## config.mk

```make
export PLATFORM = sky130hd
export DESIGN_NAME = shift_sequencer_flat
export DESIGN_NICKNAME = d
export VERILOG_FILES = /design/src/rtl/shift_sequencer_if.sv /design/src/rtl/shift_sequencer.sv /design/src/flat_wrapper.sv
export SDC_FILE = /design/constraint.sdc
export NUM_CORES = 1
export LEC_CHECK = 0
export BUFFER_PORTS_ARGS = -buffer_cell sky130_fd_sc_hd__buf_2
export CORE_ASPECT_RATIO = 0.7
export CORE_MARGIN = 3
export CORE_UTILIZATION = 47
export CTS_BUF_LIST = sky130_fd_sc_hd__clkbuf_4 sky130_fd_sc_hd__clkbuf_8 sky130_fd_sc_hd__clkbuf_16
export DETAILED_ROUTE_END_ITERATION = 7
export GPL_TIMING_DRIVEN = 0
export PLACE_DENSITY = 0.81
export SKIP_CTS_REPAIR_TIMING = 1
export SLEW_MARGIN = 25
export SYNTH_ARGS = -nofsm -noshare
export SYNTH_HDL_FRONTEND = slang
export SYNTH_SLANG_ARGS = --single-unit
```

## constraint.sdc

```tcl
create_clock -name clk -period 1.85 [get_ports clk]
set_input_delay 0.185 -clock clk [delete_from_list [all_inputs] [get_ports clk]]
set_output_delay 0.185 -clock clk [all_outputs]
set_load 0.03 [all_outputs]
```

## src/rtl/shift_sequencer_if.sv

```systemverilog
// Bus between the shift sequencer and the external shift register / host.
// The slave modport is the sequencer side; the master modport is the host side.
interface shift_sequencer_if #(
  parameter int WIDTH = 8
);
  logic             start;
  logic             abort;
  logic [WIDTH-1:0] tx_data;
  logic [WIDTH-1:0] sr_parallel_out;
  logic             sr_load;
  logic [WIDTH-1:0] sr_load_data;
  logic             sr_shift;
  logic             busy;
  logic             done;
  logic [WIDTH-1:0] rx_data;

  modport slave (
    input  start, abort, tx_data, sr_parallel_out,
    output sr_load, sr_load_data, sr_shift, busy, done, rx_data
  );

  modport master (
    output start, abort, tx_data, sr_parallel_out,
    input  sr_load, sr_load_data, sr_shift, busy, done, rx_data
  );
endinterface

```

## src/rtl/shift_sequencer.sv

```systemverilog
// Shift sequencer: loads a word into an external shift register, then issues
// WIDTH shift strobes spaced DIV clocks apart and captures the result.
//
//   state   | meaning
//   IDLE    | waiting for start
//   LOAD    | one-cycle parallel-load strobe
//   SHIFT   | divider running, one shift strobe per DIV cycles
//   DONE    | one-cycle completion pulse, rx_data captured on exit
//
// Outputs are registered from the next-state decode so each output comes
// straight from a flop while still lining up with the state it belongs to.
module shift_sequencer #(
  parameter int WIDTH = 8,
  parameter int DIV   = 4
) (
  input  logic               clk,
  input  logic               rst_n,
  shift_sequencer_if.slave   bus
);

  typedef enum logic [1:0] {S_IDLE, S_LOAD, S_SHIFT, S_DONE} state_t;

  // Bit counter holds 0..WIDTH so it can never wrap before WIDTH strobes.
  localparam int              BW       = $clog2(WIDTH + 1);
  localparam logic [7:0]      DIV_LAST = 8'(DIV - 1);
  localparam logic [BW-1:0]   BIT_LAST = BW'(WIDTH - 1);

  state_t           state_q, state_d;
  logic [7:0]       div_q, div_d;
  logic [BW-1:0]    bit_q, bit_d;
  logic [WIDTH-1:0] load_data_q, load_data_d;
  logic [WIDTH-1:0] rx_q, rx_d;
  logic             sr_load_q, sr_load_d;
  logic             sr_shift_q, sr_shift_d;
  logic             busy_q, busy_d;
  logic             done_q, done_d;

  // Next-state, counter and registered-output decode.
  always_comb begin
    state_d     = state_q;
    div_d       = div_q;
    bit_d       = bit_q;
    load_data_d = load_data_q;
    rx_d        = rx_q;
    case (state_q)
      S_IDLE: begin
        // abort outranks start so a stray abort can never launch a transfer
        if (!bus.abort && bus.start) begin
          state_d     = S_LOAD;
          load_data_d = bus.tx_data;
        end
      end
      S_LOAD: begin
        if (bus.abort) begin
          state_d = S_IDLE;
        end else begin
          state_d = S_SHIFT;
          div_d   = '0;
          bit_d   = '0;
        end
      end
      S_SHIFT: begin
        if (bus.abort) begin
          state_d = S_IDLE;
        end else if (div_q == DIV_LAST) begin
          div_d = '0;
          bit_d = bit_q + 1'b1;
          if (bit_q == BIT_LAST) begin
            state_d = S_DONE;
          end
        end else begin
          div_d = div_q + 8'd1;
        end
      end
      S_DONE: begin
        // abort is deliberately not looked at here
        state_d = S_IDLE;
        rx_d    = bus.sr_parallel_out;
      end
      default: state_d = S_IDLE;
    endcase

    sr_load_d  = (state_d == S_LOAD);
    sr_shift_d = (state_d == S_SHIFT) && (div_d == DIV_LAST);
    busy_d     = (state_d != S_IDLE);
    done_d     = (state_d == S_DONE);
  end

  // State, counters and output flops; reset clears everything immediately.
  always_ff @(posedge clk or negedge rst_n) begin
    if (!rst_n) begin
      state_q     <= S_IDLE;
      div_q       <= '0;
      bit_q       <= '0;
      load_data_q <= '0;
      rx_q        <= '0;
      sr_load_q   <= 1'b0;
      sr_shift_q  <= 1'b0;
      busy_q      <= 1'b0;
      done_q      <= 1'b0;
    end else begin
      state_q     <= state_d;
      div_q       <= div_d;
      bit_q       <= bit_d;
      load_data_q <= load_data_d;
      rx_q        <= rx_d;
      sr_load_q   <= sr_load_d;
      sr_shift_q  <= sr_shift_d;
      busy_q      <= busy_d;
      done_q      <= done_d;
    end
  end

  assign bus.sr_load      = sr_load_q;
  assign bus.sr_load_data = load_data_q;
  assign bus.sr_shift     = sr_shift_q;
  assign bus.busy         = busy_q;
  assign bus.done         = done_q;
  assign bus.rx_data      = rx_q;

endmodule

```

## src/flat_wrapper.sv

```systemverilog
// flat-port wrapper written by rule: the top's interface ports become plain ports
module shift_sequencer_flat 
#(
  parameter int WIDTH = 8,
  parameter int DIV   = 4
)
  (clk, rst_n, bus_start, bus_abort, bus_tx_data, bus_sr_parallel_out, bus_sr_load, bus_sr_load_data, bus_sr_shift, bus_busy, bus_done, bus_rx_data);
  shift_sequencer_if #(.WIDTH(WIDTH)) bus_i ();
  input  logic clk;
  input  logic rst_n;
  input wire logic [$bits(bus_i.start)-1:0] bus_start;
  input wire logic [$bits(bus_i.abort)-1:0] bus_abort;
  input wire logic [$bits(bus_i.tx_data)-1:0] bus_tx_data;
  input wire logic [$bits(bus_i.sr_parallel_out)-1:0] bus_sr_parallel_out;
  output wire logic [$bits(bus_i.sr_load)-1:0] bus_sr_load;
  output wire logic [$bits(bus_i.sr_load_data)-1:0] bus_sr_load_data;
  output wire logic [$bits(bus_i.sr_shift)-1:0] bus_sr_shift;
  output wire logic [$bits(bus_i.busy)-1:0] bus_busy;
  output wire logic [$bits(bus_i.done)-1:0] bus_done;
  output wire logic [$bits(bus_i.rx_data)-1:0] bus_rx_data;
  assign bus_i.start = bus_start;
  assign bus_i.abort = bus_abort;
  assign bus_i.tx_data = bus_tx_data;
  assign bus_i.sr_parallel_out = bus_sr_parallel_out;
  assign bus_sr_load = bus_i.sr_load;
  assign bus_sr_load_data = bus_i.sr_load_data;
  assign bus_sr_shift = bus_i.sr_shift;
  assign bus_busy = bus_i.busy;
  assign bus_done = bus_i.done;
  assign bus_rx_data = bus_i.rx_data;
  shift_sequencer #(.WIDTH(WIDTH), .DIV(DIV)) u_core (.clk(clk), .rst_n(rst_n), .bus(bus_i));
endmodule
```

## Word level (Yosys, flattened, before mapping)

Cells that the tools add are included.

| storage, ports and cells | value |
|---|---|
| register bits | 34 |
| latch bits | 0 |
| RAM bits | 0 |
| ROM bits | 0 |
| input port bits | 20 |
| output and inout bits | 20 |
| word-level logic and storage cells | 45 |
| memories kept | 0 |

| operators by class | value |
|---|---|
| $add $sub $neg | 2 |
| $mul | 0 |
| div/mod/pow operators | 0 |
| order comparisons | 0 |
| equality and inequality tests | 12 |
| shift-type cells | 0 |
| multiplexer cells | 14 |
| bitwise logic cells | 0 |
| reduce and logical (&&, ||, !) cells | 8 |

Operator list:

| kind | number |
|---|---|
| 2-to-1 mux 8 bit | 3 |
| == test 8 x 2 -> 1 bit (second input constant) | 2 |
| case mux 8 bit (2 select lines) | 1 |
| 2-to-1 mux 4 bit | 3 |
| 2-to-1 mux 2 bit | 5 |
| adder 8 x 1 -> 8 bit (second input constant) | 1 |
| == test 2 bit (second input constant) | 4 |
| case mux 2 bit (4 select lines) | 1 |
| case mux 4 bit (2 select lines) | 1 |
| adder 4 x 1 -> 4 bit (second input constant) | 1 |
| == test 2 x 1 -> 1 bit (second input constant) | 2 |
| == test 4 x 3 -> 1 bit (second input constant) | 1 |
| inequality test 2 bit (second input constant) | 2 |
| AND reduction 4 bit | 1 |
| nonzero test 2 bit | 2 |
| logical AND 1 bit | 2 |
| logical NOT 2 bit | 1 |
| inequality test 2 x 1 -> 1 bit (second input constant) | 1 |
| AND reduction 2 bit | 1 |
| logical NOT 1 bit | 1 |

## Longest topological paths before layout

| depth | value |
|---|---|
| depth after elaboration | 7 |
| gate-level depth with buffers | 8 |
| gate-level depth less buffers | 8 |

## Least setup slack after synthesis

Ideal clock, no wire load.

| path | value |
|---|---|
| path type | reg-to-reg |
| from | register u_core.div_q[0] |
| to | register u_core.sr_shift_q (netlist: u_core.bus.sr_shift) |
| library setup time | 0.096 ns |
| data arrival time | 1.930 ns |
| required time | 1.754 ns |
| path slack | -0.175 ns |
| cell stages (with the launch flop) | 8 |
| buffers on the path | 0 |
| clock period less this slack | 2.025 ns |
| cells stage by stage | dfrtp_1 ha_1 nor4b_2 a21o_4 a21oi_1 a21o_1 or4_4 nor4_2 |

| on the way | value |
|---|---|
| word-level cells in the longest chain between the ends | 6 |
| elaborated cells on any way between the ends | 12 |
| those cells by class | add/sub (1); eq/ne (3); mux (7); reduce/logical (1) |

Ends and longest elaborated chain:

| what | line | source |
|---|---|---|
| from (decl) | shift_sequencer.sv:29 | `logic [7:0] div_q, div_d;` |
| from (signal assigned) | shift_sequencer.sv:103 | `div_q <= div_d;` |
| adder 8 x 1 -> 8 bit / == test 8 x 2 -> 1 bit (equally long branches) | shift_sequencer.sv:72, shift_sequencer.sv:65 |  |
| 2-to-1 mux 8 bit (*) | shift_sequencer.sv:65 | `end else if (div_q == DIV_LAST) begin` |
| 2-to-1 mux 8 bit (*) | shift_sequencer.sv:63 | `if (bus.abort) begin` |
| case mux 8 bit (2 select lines) (*) | shift_sequencer.sv:45 | `case (state_q)` |
| net u_core.div_d[6] | shift_sequencer.sv:29 |  |
| == test 8 x 2 -> 1 bit (*) | shift_sequencer.sv:84 | `sr_shift_d = (state_d == S_SHIFT) && (div_d == DIV_LAST);` |
| logical AND 1 bit (*) | shift_sequencer.sv:84 |  |
| net u_core.sr_shift_d | shift_sequencer.sv:34 | `logic sr_shift_q, sr_shift_d;` |
| to (signal assigned) | shift_sequencer.sv:108 | `sr_shift_q <= sr_shift_d;` |
| to (decl) | shift_sequencer.sv:34 |  |

Mark *: on every way through the listed nets, which the timed path passes. The rest lies on a longest branch.
A chain may end at the register's enable or synchronous reset.

## Worst setup path in the final report

| path | value |
|---|---|
| from | register u_core.div_q[5] |
| to | register u_core.sr_shift_q (netlist: u_core.bus.sr_shift) |

The elaborated chain is that of the path after synthesis.

==> impl_metrics.env <==
export IMPL_rsz0062_at_grt="yes"
export IMPL_drv_slew=0
export IMPL_syn_num_nets=176
export IMPL_dr_pass1_iters=4
export IMPL_grt_pass1_vias=1323
export IMPL_place_area_mm2=0.00198
export IMPL_synth_area_leaders="dfrtp_1 50%, mux2_2 11%, ha_1 5.2%"
export IMPL_synth_cells=149
export IMPL_gp_congestion=0.902
export IMPL_crit_top_cell="nor4_4"
export IMPL_drc=0
export IMPL_grt_pass1_wl_um=6090
export IMPL_violations="hold timing, setup timing"
export IMPL_start_util_pct=51.2
export IMPL_ys_warn_count=0
export IMPL_path_clk_slew_ns=0.06
export IMPL_route_vias_total=1397
export IMPL_cp_cell_sequence="nor4_4, buf_4, a21o_4, a21oi_1, a21o_1, or4_4, nor4_4"
export IMPL_synth_top_cell_by_area="dfrtp_1"
export IMPL_rows=17
export IMPL_finalSetupViolations=2
export IMPL_synth_area_mm2=0.00169
export IMPL_hp_class="input pin to asynchronous set/reset pin"
export IMPL_status="complete, but fails checks"
export IMPL_tightest_slew_ns=0.716
export IMPL_die_area_mm2=0.00436
export IMPL_yosysMostFrequentCell="dfrtp_1"
export IMPL_multi_input_area_um2=893
export IMPL_num_antenna_cells=0
export IMPL_max_freq_mhz=493
export IMPL_setup_slack_ns=-0.180
export IMPL_ant_nets=0
export IMPL_wl_um=4060
export IMPL_core_area_mm2=0.00330
export IMPL_powerDensity_mw_per_mm2=703
export IMPL_layout_area_seq_um2=857
export IMPL_via_per_inst=5.57
export IMPL_cts_path_max_buffers=2
export IMPL_yosysSeqAreaShare_pct=50.4
export IMPL_slew_headroom_pct=52.2
export IMPL_finalCritPeriodShare_pct=110
export IMPL_cts_root_buf="clkbuf_8"
export IMPL_cts_sinks=34
export IMPL_die_x_um=77.6
export IMPL_critical_path_class="flop to flop"
export IMPL_nNetsFinal=231
export IMPL_grt_overflow=0
export IMPL_clk_latency_ns=0.28
export IMPL_crit_buf_inv=1
export IMPL_synth_edf_count=0
export IMPL_crit_fanout=5
export IMPL_async_flop_share_pct=100
export IMPL_end_kind="flop"
export IMPL_synth_ff_latch_count=34
export IMPL_min_period_ns=2.03
export IMPL_peakVddDrop_mv=0.390
export IMPL_whs_ns=-0.0426
export IMPL_area_growth_pct=30.3
export IMPL_fillCellCount=219
export IMPL_cp_arrival_ns=2.22
export IMPL_grt_usage_pct=17.7
export IMPL_antenna_found_initial=0
export IMPL_synth_common_cells="34 x dfrtp_1, 18 x nand2_1, 17 x mux2_2, 10 x o21ai_0, 8 x inv_1"
export IMPL_yosysUniqueCellTypes=40
export IMPL_cp_slowest_cell="or4_4"
export IMPL_layout_drive_gt1_share_pct=48.5
export IMPL_p_leak_nw=1.08
export IMPL_drv_cap=0
export IMPL_syn_area_per_cell_um2=11.3
export IMPL_hpwl_um=2850
export IMPL_wl_per_cell_um=16.2
export IMPL_cts_made_buffers=5
export IMPL_design_area_mm2=0.00220
export IMPL_clock_skew_ns=0.00430
export IMPL_cts_tree="done"
export IMPL_critPathTopFamily="simple AND/OR/NAND/NOR gates"
export IMPL_fin_util_pct=66.7
export IMPL_drtIter0Drc=51
export IMPL_hold_violations=34
export IMPL_synth_top_cell_area_share_pct=50.4
export IMPL_io_buffers=39
export IMPL_grt_max_degree=35
export IMPL_max_stage_delay_ns=0.54
export IMPL_synthFlopType="dfrtp_1"
export IMPL_dieHeight_um=56.1
export IMPL_num_io_pins=40
export IMPL_start_kind="flop"
export IMPL_htreeDepth=2
export IMPL_worstPathRequired_ns=2.04
-- through the flow --
| step | setup TNS [ns] | cells | hold slack [ns] | total power, mW | setup WS (ns) |
|---|---|---|---|---|---|
| after floorplan | -0.0569 | 149 | -0.111 | 0.958 | -0.0569 |
| after global placement | -0.209 | 235 | 0.274 | 1.04 | -0.209 |
| after CTS | -0.808 | 242 | -0.0143 | 1.55 | -0.335 |
| after detailed placement | -0.714 | 235 | 0.285 | 1.05 | -0.319 |
| final | -0.184 | 251 | -0.0426 | 1.55 | -0.180 |
| after global routing | -0.298 | 251 | 0.0196 | 1.62 | -0.249 |
-- power by group --
group	switching, mW	leakage [nW]	internal (mW)	total [mW]
clock	0.247	0.0438	0.252	0.499
combinational	0.155	0.592	0.0880	0.243
sequential	0.0228	0.447	0.782	0.805
-- worst reg2reg max path, stage by stage (launching register included) --
cell     delay, ns
dfrtp_1       0.43
nor4_4        0.28
buf_4         0.18
a21o_4        0.14
a21oi_1       0.05
a21o_1        0.18
or4_4         0.54
nor4_4        0.13
-- placed cells by master, fill, tap and decap left out, drive strengths merged --
cell type / instances
and4b: 1
mux2: 17
nand3: 5
nand4: 1
dfrtp: 34
o21ai: 12
or3: 4
a32o: 1
clkbuf: 7
a21oi: 6
o41ai: 1
a21o: 2
or2b: 1
nand4b: 1
nor4b: 1
nor3: 1
ha: 7
nand3b: 1
nand2: 18
o22a: 1
clkinv: 2
nor2b: 1
nor4: 2
inv: 8
and3: 1
o22ai: 1
or4: 2
o31ai: 4
buf: 49
mux2i: 1
nor2: 6
a22o: 5
-- cell families (layout without fill, tap and decap cells) --
kind of cell / count (synthesis) / in the layout / share of synthesized area [%]
buf+inv: 11 / 66 / 2.52
compound gates: 33 / 33 / 13.5
fa+ha+maj: 7 / 7 / 5.19
simple gates: 46 / 46 / 16.5
flops: 34 / 34 / 50.4
mux: 18 / 18 / 11.9
-- area by class of cell --
type                            instances  area share (%)
Multi-Input combinational cell        104            40.6
Buffer                                  3           0.853
Clock inverter                          2           0.455
Timing Repair Buffer                   48            11.9
Sequential cell                        34            39.0
Tap cell                               47            2.67
Clock buffer                            5            3.13
Inverter                                8            1.37
-- metal layers --
metal	routed length, um	global-route usage, %
met1	1610	20.8
met3	257	5.18
met2	2100	30.4
met5	0	0
met4	95	6.85
-- flip-flops by register name, indices dropped and copies added (netlist names) --
register	cells
u_core.bit_q	4
u_core.bus.busy	1
u_core.bus.done	1
u_core.bus.rx_data	8
u_core.bus.sr_load	1
u_core.bus.sr_load_data	8
u_core.bus.sr_shift	1
u_core.div_q	8
u_core.state_q	2
-- final timing paths --
path / from / cells after the start / slack (ns) / to
max: u_core.div_q[5] / 7 / -0.18 / u_core.bus.sr_shift
min: rst_n / 1 / -0.04 / u_core.bus.sr_load_data[7]
max reg2reg: u_core.div_q[5] / 7 / -0.18 / u_core.bus.sr_shift
min reg2reg: u_core.bus.rx_data[4] / 1 / 0.50 / u_core.bus.rx_data[4]
max in group asynchronous: rst_n / 1 / 1.38 / u_core.div_q[2]
min in group clk: bus_sr_parallel_out[1] / 2 / 0.13 / u_core.bus.rx_data[1]
Note: power is estimated with default switching activity, not from simulation.
